==> src/rtl/vga_pkg.sv <==
// vga_pkg: default 800x600@72 raster timing shared by the timing generator
// and the console top level (which can use SCREEN_WIDTH/HEIGHT from here).
package vga_pkg;

    localparam int unsigned DEF_H_VISIBLE = 800;
    localparam int unsigned DEF_H_FRONT   = 56;
    localparam int unsigned DEF_H_SYNC    = 120;
    localparam int unsigned DEF_H_BACK    = 64;
    localparam int unsigned DEF_V_VISIBLE = 600;
    localparam int unsigned DEF_V_FRONT   = 37;
    localparam int unsigned DEF_V_SYNC    = 6;
    localparam int unsigned DEF_V_BACK    = 23;

    localparam int unsigned DEF_H_TOTAL =
        DEF_H_VISIBLE + DEF_H_FRONT + DEF_H_SYNC + DEF_H_BACK;   // 1040
    localparam int unsigned DEF_V_TOTAL =
        DEF_V_VISIBLE + DEF_V_FRONT + DEF_V_SYNC + DEF_V_BACK;   // 666

    // 800x600@72 uses positive sync pulses.
    localparam bit          DEF_SYNC_POL = 1'b1;
    localparam int unsigned DEF_CLK_DIV  = 2;

    localparam int unsigned H_COORD_W = 11;
    localparam int unsigned V_COORD_W = 10;

    localparam int unsigned SCREEN_WIDTH  = DEF_H_VISIBLE;
    localparam int unsigned SCREEN_HEIGHT = DEF_V_VISIBLE;

    // Drive a sync pin: active level when asserted, the opposite otherwise.
    function automatic logic sync_level(input logic active, input logic pol);
        return active ? pol : ~pol;
    endfunction

endpackage

==> src/rtl/vga_axis_counter.sv <==
// vga_axis_counter: one raster axis. Wrapping counter with enable plus
// combinational decode of last-value, visible and sync-window flags.
module vga_axis_counter #(
    parameter int unsigned TOTAL      = 1040,
    parameter int unsigned VISIBLE    = 800,
    parameter int unsigned SYNC_START = 856,
    parameter int unsigned SYNC_LEN   = 120,
    parameter int unsigned W          = $clog2(TOTAL)
) (
    input  logic         clk,
    input  logic         arst_n,
    input  logic         en_i,
    output logic [W-1:0] cnt_o,
    output logic         wrap_o,
    output logic         vis_o,
    output logic         sync_o
);

    logic [W-1:0] cnt_q, cnt_d;

    // Flags are decoded in 32 bits so a window ending exactly at TOTAL
    // cannot alias through a truncated constant.
    assign wrap_o = (32'(cnt_q) == TOTAL - 1);
    assign vis_o  = (32'(cnt_q) < VISIBLE);
    assign sync_o = (32'(cnt_q) >= SYNC_START) &&
                    (32'(cnt_q) < SYNC_START + SYNC_LEN);
    assign cnt_o  = cnt_q;

    // Next count: advance on enable, return to 0 after the last value.
    always_comb begin
        cnt_d = cnt_q;
        if (en_i) begin
            cnt_d = wrap_o ? '0 : cnt_q + W'(1);
        end
    end

    // Counter register.
    always_ff @(posedge clk or negedge arst_n) begin
        if (!arst_n) begin
            cnt_q <= '0;
        end else begin
            cnt_q <= cnt_d;
        end
    end

endmodule

==> src/rtl/vga_timing_gen.sv <==
// vga_timing_gen: raster timing (coords, display enable, syncs, frame start).
// Optional macro VGA_PIX_DIV_EN: divide clk by CLK_DIV to make the pixel
// tick; without it every clk is a pixel and CLK_DIV is only range-checked.
module vga_timing_gen
    import vga_pkg::*;
#(
    parameter int unsigned H_VISIBLE = DEF_H_VISIBLE,
    parameter int unsigned H_FRONT   = DEF_H_FRONT,
    parameter int unsigned H_SYNC    = DEF_H_SYNC,
    parameter int unsigned H_BACK    = DEF_H_BACK,
    parameter int unsigned V_VISIBLE = DEF_V_VISIBLE,
    parameter int unsigned V_FRONT   = DEF_V_FRONT,
    parameter int unsigned V_SYNC    = DEF_V_SYNC,
    parameter int unsigned V_BACK    = DEF_V_BACK,
    parameter bit          SYNC_POL  = DEF_SYNC_POL,
    parameter int unsigned CLK_DIV   = DEF_CLK_DIV
) (
    input  logic                 clk,
    input  logic                 arst_n,
    output logic [H_COORD_W-1:0] o_h_coord,
    output logic [V_COORD_W-1:0] o_v_coord,
    output logic                 o_disp_enbl,
    output logic                 o_hsync,
    output logic                 o_vsync,
    output logic                 o_frame_start
);

    localparam int unsigned H_TOTAL = H_VISIBLE + H_FRONT + H_SYNC + H_BACK;
    localparam int unsigned V_TOTAL = V_VISIBLE + V_FRONT + V_SYNC + V_BACK;
    localparam int unsigned HW      = $clog2(H_TOTAL);
    localparam int unsigned VW      = $clog2(V_TOTAL);

    // Elaboration-time parameter sanity.
    if (H_TOTAL > 2048 || H_TOTAL < 2) begin : g_bad_h_total
        $error("vga_timing_gen: H_TOTAL out of range 2..2048");
    end
    if (V_TOTAL > 1024 || V_TOTAL < 2) begin : g_bad_v_total
        $error("vga_timing_gen: V_TOTAL out of range 2..1024");
    end
    if (CLK_DIV < 1) begin : g_bad_clk_div
        $error("vga_timing_gen: CLK_DIV must be >= 1");
    end

    logic tick;

`ifdef VGA_PIX_DIV_EN
    localparam int unsigned DW = (CLK_DIV > 1) ? $clog2(CLK_DIV) : 1;

    logic [DW-1:0] div_q, div_d;

    // Pixel tick on the last clk of each CLK_DIV group; CLK_DIV=1 ticks always.
    always_comb begin
        tick  = (32'(div_q) == CLK_DIV - 1);
        div_d = tick ? '0 : div_q + DW'(1);
    end

    // Clock divider register.
    always_ff @(posedge clk or negedge arst_n) begin
        if (!arst_n) begin
            div_q <= '0;
        end else begin
            div_q <= div_d;
        end
    end
`else
    assign tick = 1'b1;
`endif

    logic [HW-1:0] h_cnt;
    logic [VW-1:0] v_cnt;
    logic          h_wrap, h_vis, h_sync;
    logic          v_wrap_unused, v_vis, v_sync;

    vga_axis_counter #(
        .TOTAL      (H_TOTAL),
        .VISIBLE    (H_VISIBLE),
        .SYNC_START (H_VISIBLE + H_FRONT),
        .SYNC_LEN   (H_SYNC),
        .W          (HW)
    ) u_h_axis (
        .clk    (clk),
        .arst_n (arst_n),
        .en_i   (tick),
        .cnt_o  (h_cnt),
        .wrap_o (h_wrap),
        .vis_o  (h_vis),
        .sync_o (h_sync)
    );

    // Line counter steps only when the pixel counter leaves its last column,
    // so it wraps only when both axes are at their last values.
    vga_axis_counter #(
        .TOTAL      (V_TOTAL),
        .VISIBLE    (V_VISIBLE),
        .SYNC_START (V_VISIBLE + V_FRONT),
        .SYNC_LEN   (V_SYNC),
        .W          (VW)
    ) u_v_axis (
        .clk    (clk),
        .arst_n (arst_n),
        .en_i   (tick & h_wrap),
        .cnt_o  (v_cnt),
        .wrap_o (v_wrap_unused),
        .vis_o  (v_vis),
        .sync_o (v_sync)
    );

    logic [H_COORD_W-1:0] h_coord_q, h_coord_d;
    logic [V_COORD_W-1:0] v_coord_q, v_coord_d;
    logic                 disp_q, disp_d;
    logic                 hsync_q, hsync_d;
    logic                 vsync_q, vsync_d;
    logic                 fs_q, fs_d;

    // Output decode: load on a tick, hold otherwise; frame start is a
    // single clk pulse because it is cleared on every non-tick clk.
    always_comb begin
        h_coord_d = h_coord_q;
        v_coord_d = v_coord_q;
        disp_d    = disp_q;
        hsync_d   = hsync_q;
        vsync_d   = vsync_q;
        fs_d      = 1'b0;
        if (tick) begin
            h_coord_d = H_COORD_W'(h_cnt);
            v_coord_d = V_COORD_W'(v_cnt);
            disp_d    = h_vis & v_vis;
            hsync_d   = sync_level(h_sync, SYNC_POL);
            vsync_d   = sync_level(v_sync, SYNC_POL);
            fs_d      = (h_cnt == '0) && (v_cnt == '0);
        end
    end

    // Output registers; all outputs share one edge for zero skew.
    always_ff @(posedge clk or negedge arst_n) begin
        if (!arst_n) begin
            h_coord_q <= '0;
            v_coord_q <= '0;
            disp_q    <= 1'b0;
            hsync_q   <= ~SYNC_POL;
            vsync_q   <= ~SYNC_POL;
            fs_q      <= 1'b0;
        end else begin
            h_coord_q <= h_coord_d;
            v_coord_q <= v_coord_d;
            disp_q    <= disp_d;
            hsync_q   <= hsync_d;
            vsync_q   <= vsync_d;
            fs_q      <= fs_d;
        end
    end

    assign o_h_coord     = h_coord_q;
    assign o_v_coord     = v_coord_q;
    assign o_disp_enbl   = disp_q;
    assign o_hsync       = hsync_q;
    assign o_vsync       = vsync_q;
    assign o_frame_start = fs_q;

endmodule

==> config.mk <==
export PLATFORM = sky130hd
export DESIGN_NAME = vga_timing_gen
export DESIGN_NICKNAME = d
export VERILOG_FILES = /design/src/rtl/vga_pkg.sv /design/src/rtl/vga_axis_counter.sv /design/src/rtl/vga_timing_gen.sv
export SDC_FILE = /design/constraint.sdc
export NUM_CORES = 1
export LEC_CHECK = 0
export ABC_CLOCK_PERIOD_IN_PS = 4800
export BUFFER_PORTS_ARGS = -buffer_cell sky130_fd_sc_hd__buf_2
export CORE_ASPECT_RATIO = 0.7
export CORE_MARGIN = 3
export CORE_UTILIZATION = 60
export CTS_CLUSTER_DIAMETER = 80
export DETAILED_ROUTE_END_ITERATION = 10
export GPL_TIMING_DRIVEN = 0
export HOLD_SLACK_MARGIN = 0.02
export PLACE_DENSITY = 0.8
export SYNTH_ARGS = -nofsm -noshare
export SYNTH_HDL_FRONTEND = slang
export SYNTH_HIERARCHICAL = 1
export SYNTH_SLANG_ARGS = --single-unit
==> constraint.sdc <==
create_clock -name clk -period 4.8 [get_ports clk]
set_input_delay 1.44 -clock clk [delete_from_list [all_inputs] [get_ports clk]]
set_output_delay 1.44 -clock clk [all_outputs]
set_load 0.005 [all_outputs]
==> results.toml <==
[critical_path]
worstPathRequired_ps = 5020
critPathArrivalTime_ps = 2680
endpoint_kind = "flip-flop"
reg2reg_from = "u_h_axis/cnt_o[1]$_DFFE_PN0P_"
cp_max_fo = 10
crit_path_start_kind = "flip-flop"
crit_path_start = "u_h_axis/cnt_o[1]$_DFFE_PN0P_"
crit_type = "reg -> reg"

[clock_tree]
htreeDepth = 2
post_cts.repair.setup_buffers = 0
path_clk_slew_ps = 80
clkSinkCount = 46
clockRootBuffer = "clkbuf_8"
postCtsResizedCells = 0
numCtsBuffers = 5
cts-hold-fix-buffers = 0
tritoncts = "yes"
insertion_delay_ps = 290
clock_tree.buffer_depth = 2

[die]
die_w_um = 74.41
die_area_um2 = 4010
die_height_um = 53.89
row_count = 16
io_pins = 27
initial_core_util = 0.6634
core_area_um2 = 2963

[place]
portBuffers = 26
globalplace.congestion = 0.8234
hpwl_um = 2580

[timing]
slew_headroom = 0.3596
max_freq_mhz = 406.6
rsz0062_at_grt = "false"
holdWs_ps = 405.2
min_period_over_period = 0.5124
skew_ps = 4.450
period_needed_ps = 2460
slew_viol_final = 0
worst_pin_slew_ps = 960.6
finalSetupTns_ps = 0
hold_violations = 0
setup_viol = 0

[drt]
detail-route-antenna-nets = 0
vias_per_cell = 5.764
dr.pass1.iters = 4
drt-wirelength-per-cell_um = 16.42
via_count = 1343
finalWirelength_um = 3825
route.detailed.drc = 0
drtIter0Drc = 114

[global_route]
grt_util_all_layers = 0.2154
grt-ovfl-total = 0
antenna_found_initial = 0
grt_pass1_vias = 1270
grt_pass1_wl_um = 6251
grt_max_degree = 47

[yosys]
synth_cells = 164
syn_avg_cell_area_um2 = 11.99
synth_fp_nets = 171
synth_warnings = 6
syn_area_um2 = 1966

[hold_path]
min_from = "u_h_axis/cnt_o[4]$_DFFE_PN0P_"
hp-class = "reg -> reg"

[cells_and_area]
area_growth_pct = 12.92
fin_nets = 204
drive_above_1_share = 0.2538
antenna_cells = 0

[run_status]
status = "complete, no violations"

[pwr]
leakagePower_uw = 0.001104
vdd_drop_max_mv = 0.3184
p_per_area_nw_per_um2 = 376.5

[flow_run]
max_cap_viol_count = 0
[per-layer routing]
metal | up-vias | share of wire | GRT usage
li1 | 647 | - | -
met1 | 647 | 0.49 | 0.3204
met2 | 44 | 0.45 | 0.3076
met3 | 5 | 0.054 | 0.05224
met4 | 0 | 0.0092 | 0.07692
met5 | - | 0 | 0
[where the power goes]
group	internal (µW)	switching (µW)	leakage, µW
Sequential	433	50.9	0.000616
Clock	97.7	120	0.0000438
Combinational	59.2	74.6	0.000445
[stage by stage]
| stage | instance area [µm²] | total power, µW | std cells | setup WS [ps] | utilization |
|---|---|---|---|---|---|
| after floorplan | 1966 | 567.3 | 164 | 2688 | - |
| after global placement | 2141 | 618.0 | 226 | 2410 | 0.7226 |
| after detailed placement | 2141 | 624.9 | 226 | 2407 | 0.7226 |
| after CTS | 2220 | 840.2 | 233 | 2361 | 0.7492 |
| after global routing | 2220 | 877.0 | 233 | 2195 | 0.7492 |
| final | 2220 | 835.7 | 233 | 2340 | 0.7492 |
[path summary, 6_finish.rpt]
check,endpoint,slack (ps),depth (start not counted)
setup reg to reg,u_v_axis/cnt_o[7]$_DFFE_PN0P_,2340,7
hold reg to reg,o_h_coord[4]$_DFF_PN0_,410,0
max in group asynchronous,u_v_axis/cnt_o[2]$_DFFE_PN0P_,2910,1
hold / removal,o_h_coord[4]$_DFF_PN0_,410,0
min in group asynchronous,o_hsync$_DFF_PN0_,1300,1
setup / recovery,u_v_axis/cnt_o[7]$_DFFE_PN0P_,2340,7
[flip-flops by register name (all words and copies together), names as in the netlist]
signal	count
o_vsync	1
o_v_coord	10
o_frame_start	1
o_disp_enbl	1
u_h_axis/cnt_o	11
o_h_coord	11
o_hsync	1
u_v_axis/cnt_o	10
[worst max-delay path: stages (launching register included)]
cell       delay (ps)
dfrtp_1           440
ha_1              290
nand4bb_1         220
nor4_2            410
buf_2             300
nand3_1           160
or4_1             420
a21oi_1           150
[layout by cell type (no fill, tap or decap), drive strengths merged, types with 2 or more instances in the layout]
cell type / instances
or3: 2
dfrtp: 46
nor4: 8
o21ai: 5
inv: 7
nand4: 8
nor3: 4
xnor2: 2
xor2: 9
nand2b: 4
nand2: 15
nand3: 4
ha: 5
nor2b: 2
buf: 30
clkinv: 3
a21oi: 5
nor2: 7
clkbuf: 6
or4: 4
o31ai: 4
[cell type report]
class	count	area, µm²
plain buffers	5	25.02
clock inverters	2	10.01
flip-flops and latches	46	1151
well taps	36	45.04
repair buffers	26	130.1
inverters	8	31.28
multi-input cells	105	758.2
clock buffers	5	68.82
fillers	224	743.2
No activity file was read; power rests on OpenSTA's default activity.
